<file path="src/rtl/instr_fetch_unit_if.sv">
// Byte-wide req/ack memory read port used by the instruction fetch unit.
interface instr_fetch_unit_if;
   logic [7:0] mem_addr;
   logic       mem_rd_req;
   logic       mem_rd_ack;
   logic [7:0] mem_rd_data;

   modport master (
      output mem_addr,
      output mem_rd_req,
      input  mem_rd_ack,
      input  mem_rd_data
   );

   modport slave (
      input  mem_addr,
      input  mem_rd_req,
      output mem_rd_ack,
      output mem_rd_data
   );
endinterface

</file>
<file path="src/rtl/instr_fetch_unit.sv">
// Instruction fetch stage: PC/MAR registers and a 3-byte req/ack fetch into command_word.
// Define FETCH_TIMEOUT_EN to add a per-byte ack timeout that commits a NOP and sets fetch_err.
module instr_fetch_unit #(
   parameter logic [7:0] PC_RESET = 8'h00,
   parameter logic [7:0] PC_STEP  = 8'd3
`ifdef FETCH_TIMEOUT_EN
   ,
   parameter int TIMEOUT_CYCLES = 15
`endif
) (
   input  logic               clk,
   input  logic               rst,
   input  logic [7:0]         PC_load,
   input  logic               PC_en,
   input  logic               PC_inc,
   input  logic               MAR_load,
   input  logic               IR_load,
   instr_fetch_unit_if.master mem,
   output logic [23:0]        command_word,
   output logic               ir_valid,
   output logic               fetch_busy,
   output logic [7:0]         pc_value,
   output logic               fetch_err
);

   typedef enum logic [2:0] {IDLE, BYTE0, BYTE1, BYTE2, COMMIT} state_t;

   state_t      state_reg, state_next;
   logic [7:0]  pc_reg, mar_reg;
   logic [7:0]  base_reg, base_next;
   logic [7:0]  addr_reg, addr_next;
   logic [7:0]  b0_reg, b1_reg;
   logic [23:0] cw_reg;
   logic        req_reg, irv_reg, busy_reg;
   logic        capture, abort;

   // PC_en wins over PC_inc; MAR always receives the pre-update PC.
   always_ff @(posedge clk or negedge rst) begin
      if (!rst) begin
         pc_reg  <= PC_RESET;
         mar_reg <= 8'h00;
      end else begin
         if (PC_en)
            pc_reg <= PC_load;
         else if (PC_inc)
            pc_reg <= pc_reg + PC_STEP;
         if (MAR_load)
            mar_reg <= pc_reg;
      end
   end

`ifdef FETCH_TIMEOUT_EN
   localparam int WAIT_W = $clog2(TIMEOUT_CYCLES + 1);
   logic [WAIT_W-1:0] wait_reg;
   logic              err_reg;

   always_ff @(posedge clk or negedge rst) begin
      if (!rst) begin
         wait_reg <= '0;
         err_reg  <= 1'b0;
      end else begin
         if (state_next != state_reg)
            wait_reg <= '0;
         else if (req_reg)
            wait_reg <= wait_reg + WAIT_W'(1);
         if (abort)
            err_reg <= 1'b1;
      end
   end

   assign fetch_err = err_reg;
`else
   assign fetch_err = 1'b0;
`endif

   always_comb begin
      state_next = state_reg;
      capture    = 1'b0;
      abort      = 1'b0;
      unique case (state_reg)
         IDLE: if (IR_load) state_next = BYTE0;
         BYTE0, BYTE1, BYTE2: begin
            if (mem.mem_rd_req && mem.mem_rd_ack) begin
               capture    = 1'b1;
               state_next = (state_reg == BYTE0) ? BYTE1 :
                            (state_reg == BYTE1) ? BYTE2 : COMMIT;
            end
`ifdef FETCH_TIMEOUT_EN
            else if (wait_reg == WAIT_W'(TIMEOUT_CYCLES - 1)) begin
               abort      = 1'b1;
               state_next = IDLE;
            end
`endif
         end
         COMMIT:  state_next = IDLE;
         default: state_next = IDLE;
      endcase

      // The base address is frozen when the fetch starts, so later MAR loads cannot disturb it.
      base_next = (state_reg == IDLE) ? mar_reg : base_reg;
      case (state_next)
         BYTE0:   addr_next = base_next;
         BYTE1:   addr_next = base_next + 8'd1;
         BYTE2:   addr_next = base_next + 8'd2;
         default: addr_next = addr_reg;
      endcase
   end

   always_ff @(posedge clk or negedge rst) begin
      if (!rst) begin
         state_reg <= IDLE;
         base_reg  <= 8'h00;
         addr_reg  <= 8'h00;
         b0_reg    <= 8'h00;
         b1_reg    <= 8'h00;
         cw_reg    <= 24'h0;
         req_reg   <= 1'b0;
         irv_reg   <= 1'b0;
         busy_reg  <= 1'b0;
      end else begin
         state_reg <= state_next;
         base_reg  <= base_next;
         addr_reg  <= addr_next;
         req_reg   <= (state_next == BYTE0) || (state_next == BYTE1) || (state_next == BYTE2);
         busy_reg  <= (state_next != IDLE);
         irv_reg   <= (state_next == COMMIT) || abort;
         if (capture && state_reg == BYTE0)
            b0_reg <= mem.mem_rd_data;
         if (capture && state_reg == BYTE1)
            b1_reg <= mem.mem_rd_data;
         // The last byte goes straight into command_word so it lands together with ir_valid.
         if (state_next == COMMIT)
            cw_reg <= {b0_reg, b1_reg, mem.mem_rd_data};
         else if (abort)
            cw_reg <= 24'h0;
      end
   end

   assign mem.mem_addr   = addr_reg;
   assign mem.mem_rd_req = req_reg;
   assign command_word   = cw_reg;
   assign ir_valid       = irv_reg;
   assign fetch_busy     = busy_reg;
   assign pc_value       = pc_reg;

endmodule

</file>
<file path="src/flat_wrapper.sv">
// flat-port wrapper written by rule: the top's interface ports become plain ports
module instr_fetch_unit_flat 
#(
   parameter logic [7:0] PC_RESET = 8'h00,
   parameter logic [7:0] PC_STEP  = 8'd3

)
  (clk, rst, PC_load, PC_en, PC_inc, MAR_load, IR_load, command_word, ir_valid, fetch_busy, pc_value, fetch_err, mem_mem_addr, mem_mem_rd_req, mem_mem_rd_ack, mem_mem_rd_data);
  instr_fetch_unit_if mem_i ();
  input  logic clk;
  input  logic rst;
  input  logic [7:0] PC_load;
  input  logic PC_en;
  input  logic PC_inc;
  input  logic MAR_load;
  input  logic IR_load;
  output logic [23:0] command_word;
  output logic ir_valid;
  output logic fetch_busy;
  output logic [7:0] pc_value;
  output logic fetch_err;
  output wire logic [$bits(mem_i.mem_addr)-1:0] mem_mem_addr;
  output wire logic [$bits(mem_i.mem_rd_req)-1:0] mem_mem_rd_req;
  input wire logic [$bits(mem_i.mem_rd_ack)-1:0] mem_mem_rd_ack;
  input wire logic [$bits(mem_i.mem_rd_data)-1:0] mem_mem_rd_data;
  assign mem_mem_addr = mem_i.mem_addr;
  assign mem_mem_rd_req = mem_i.mem_rd_req;
  assign mem_i.mem_rd_ack = mem_mem_rd_ack;
  assign mem_i.mem_rd_data = mem_mem_rd_data;
  instr_fetch_unit #(.PC_RESET(PC_RESET), .PC_STEP(PC_STEP)) u_core (.clk(clk), .rst(rst), .PC_load(PC_load), .PC_en(PC_en), .PC_inc(PC_inc), .MAR_load(MAR_load), .IR_load(IR_load), .mem(mem_i), .command_word(command_word), .ir_valid(ir_valid), .fetch_busy(fetch_busy), .pc_value(pc_value), .fetch_err(fetch_err));
endmodule
</file>
<file path="config.mk">
export PLATFORM = sky130hd
export DESIGN_NAME = instr_fetch_unit_flat
export DESIGN_NICKNAME = d
export VERILOG_FILES = /design/src/rtl/instr_fetch_unit_if.sv /design/src/rtl/instr_fetch_unit.sv /design/src/flat_wrapper.sv
export SDC_FILE = /design/constraint.sdc
export NUM_CORES = 1
export LEC_CHECK = 0
export ABC_AREA = 0
export BUFFER_PORTS_ARGS = -buffer_cell sky130_fd_sc_hd__buf_4
export CAP_MARGIN = 20
export CORE_ASPECT_RATIO = 1.5
export CORE_MARGIN = 2
export CORE_UTILIZATION = 35
export CTS_CLUSTER_DIAMETER = 200
export CTS_CLUSTER_SIZE = 20
export DETAILED_ROUTE_END_ITERATION = 16
export PLACE_DENSITY = 0.56
export SLEW_MARGIN = 30
export SYNTH_ARGS = -nofsm -noshare
export SYNTH_HDL_FRONTEND = slang
export SYNTH_SLANG_ARGS = --single-unit
</file>
<file path="constraint.sdc">
create_clock -name clk -period 2.75 [get_ports clk]
set_input_delay 0 -clock clk [delete_from_list [all_inputs] [get_ports clk]]
set_output_delay 0 -clock clk [all_outputs]
set_load 0.01 [all_outputs]
</file>
==> results.cfg <==
[sta]
whs_ns = 0.0376
hold_viol = 0
setup_viol = 0
slew_headroom = 0.527
worst_pin_slew_ns = 0.709
slew_violations = 0
fin_tns_setup_ns = 0
rsz0062_at_grt = no
fin_crit_ns = 2.36
fin_crit_sh = 0.858
finClkSkew_ns = 0.00705
max_freq_mhz = 424

[synthesis]
yosysUniqueCellTypes = 48
synth_top_area_share = 0.558
synth_top_cell_by_area = dfrtp_1
synth.cell_area_mm2 = 0.00350
async_flop_share = 1.00
ys_seq_elements = 78
synth.most_common_cell = dfrtp_1
synth_fp_nets = 308
ys_top_cells_by_area = dfrtp_1 56%, mux2_2 16%, nand2_1 2.7%
yosysWarnings = 0
synth_cells = 282
syn-mean-instance-area_um2 = 12.4
synth_ff_type = dfrtp_1
yosys-top-cells-count = 78 x dfrtp_1, 51 x mux2_2, 25 x nand2_1, 16 x o21ai_0, 9 x nand3_1
synth_edf_count = 0
synth-seq-area-share = 0.558

[global_routing]
grt_first_pass_wirelength_mm = 13.1
antenna_found_initial = 0
grt_max_degree = 79
first_global_vias = 2621
gr-usage-all-layers = 0.156
grt_overflow = 0

[critical_path]
critPathKind = flip-flop to flip-flop
slowest_delay_ns = 0.49
cp_max_fo = 8
crit_start = u_core.state_reg[2]
crit_path_cell_trace = nor3_4 -> mux2i_1 -> clkinv_2 -> ha_1 -> or2_2 -> and4_1 -> o31ai_1
critPathCaptureType = flip-flop
cp_slowest_cell = dfrtp_1
r2r_start = u_core.state_reg[2]
cp.arrival_ns = 2.61
start_kind = flip-flop
required_ns = 3.00

[finish]
drive_gt1_frac = 0.389
multiInputGateArea_mm2 = 0.00143
area_growth_pct = 35.1
largest_reg_flops = 24
n_antenna_cell = 0
num-nets-final = 409
fill_cells = 886
register_area_mm2 = 0.00195

[routing]
via_count = 2536
drc = 0
antenna_left = 0
avgViaCountPerCell = 5.04
firstDrtPassIters = 4
routed_wl_mm = 7.80
wl_per_cell_um = 15.5
drtIter0Drc = 158

[clocking]
ctsLongestPathBuffers = 2
cts.sinks = 78
insertion_delay_ns = 0.34
numCtsBuffers = 9
clk_pin_slew_ns = 0.06
cts_max_level = 3
cts_resized = 0
clockRootBuffer = clkbuf_16
post_cts_buffers = 0
cts_tree = built

[floorplanning]
rows = 44
dieArea_mm2 = 0.0108
pin_count = 67
core_area_mm2 = 0.00969
die_w_um = 85.6
dieHeight_um = 126
start_util = 0.361

[flow_run]
maxCapViolCount = 0

[status]
status = completed

[place]
hpwl_mm = 5.23
port_buffers = 65
place_congestion = 0.824

[power_and_ir_drop]
irDropWorstVdd_mv = 0.691
p_leak_nw = 2.12
power.density_mw_per_mm2 = 1130

[min_path]
hold_path_class = input pin to flip-flop
min_from = mem_mem_rd_ack
cell type report:
type / instances / area share
clock buffer: 11 / 0.0535
clock inverter: 5 / 0.0122
inverter: 10 / 0.00821
multi-input combinational: 182 / 0.303
sequential: 78 / 0.413
tap: 115 / 0.0305
timing repair buffer: 102 / 0.179
power breakdown:
group,switching [mW],internal (mW)
clock network,0.458,0.750
logic,1.05,1.15
registers,0.301,1.64
logic make-up after synthesis:
kind of cell | share of synthesized area
xor+xnor | 0.0250
other cells | 0.00107
simple gates | 0.108
compound gates | 0.0719
buf+inv | 0.0333
mux | 0.191
fa+ha+maj | 0.0107
flops | 0.558
repair_timing:
item                       in CTS  in global routing
hold buffers                   31                  0
hold endpoints to repair      112                  0
setup endpoints to repair       0                  0
final timing paths:
path | to | slack, ns | cells past startpoint
min | u_core.ir_valid | 0.04 | 3
max in group asynchronous | u_core.mar_reg[7] | 1.98 | 2
min reg2reg | u_core.command_word[21] | 0.50 | 1
max reg2reg | u_core.mem.mem_addr[4] | 0.39 | 7
min in group asynchronous | u_core.b1_reg[1] | 0.28 | 2
max | u_core.mem.mem_addr[4] | 0.39 | 7
through the flow:
step | worst slack (ns) | area, um^2 | util | total power, mW | std cells
floorplan | 0.365 | 3500 | - | 3.35 | 282
global placement | 0.442 | 4100 | 0.423 | 4.10 | 456
detailed placement | 0.386 | 4100 | 0.423 | 4.14 | 456
CTS | 0.388 | 4720 | 0.487 | 5.43 | 503
global route | 0.186 | 4720 | 0.487 | 5.73 | 503
finish | 0.390 | 4720 | 0.487 | 5.35 | 503
layout by cell type (no fill, tap or decap), types with 3 or more instances in the layout:
cell type      Yosys  routed
a21oi_1            5       5
o21ai_0           16      16
nand2_1           25      25
nand3_1            9       9
mux2_2            51      51
clkinvlp_4         0       3
ha_1               3       3
xnor2_1            7       7
or2_2              3       3
mux2i_1            8       8
xor2_1             3       3
o211ai_1           3       3
clkbuf_16          0       9
inv_1              8       8
buf_4              1      70
nand2b_1           4       4
dfrtp_1           78      78
nor2_1             8       7
dlygate4sd3_1      0      31
nand4_1            6       6
routing by layer:
| metal | vias up | global-route usage | wire, um |
|---|---|---|---|
| met4 | 0 | 0.0654 | 127 |
| li1 | 1194 | - | - |
| met1 | 1285 | 0.179 | 3060 |
| met2 | 48 | 0.276 | 4310 |
| met5 | - | 0 | 0 |
| met3 | 9 | 0.0364 | 304 |
critical path, delay by kind of cell, from the launching register on:
family,cells,cell delay (ns)
simple gates,3,0.75
flops,1,0.49
mux,1,0.39
fa+ha+maj,1,0.29
buf+inv,1,0.18
compound gates,1,0.18
No activity file was read; power rests on OpenSTA's default activity.
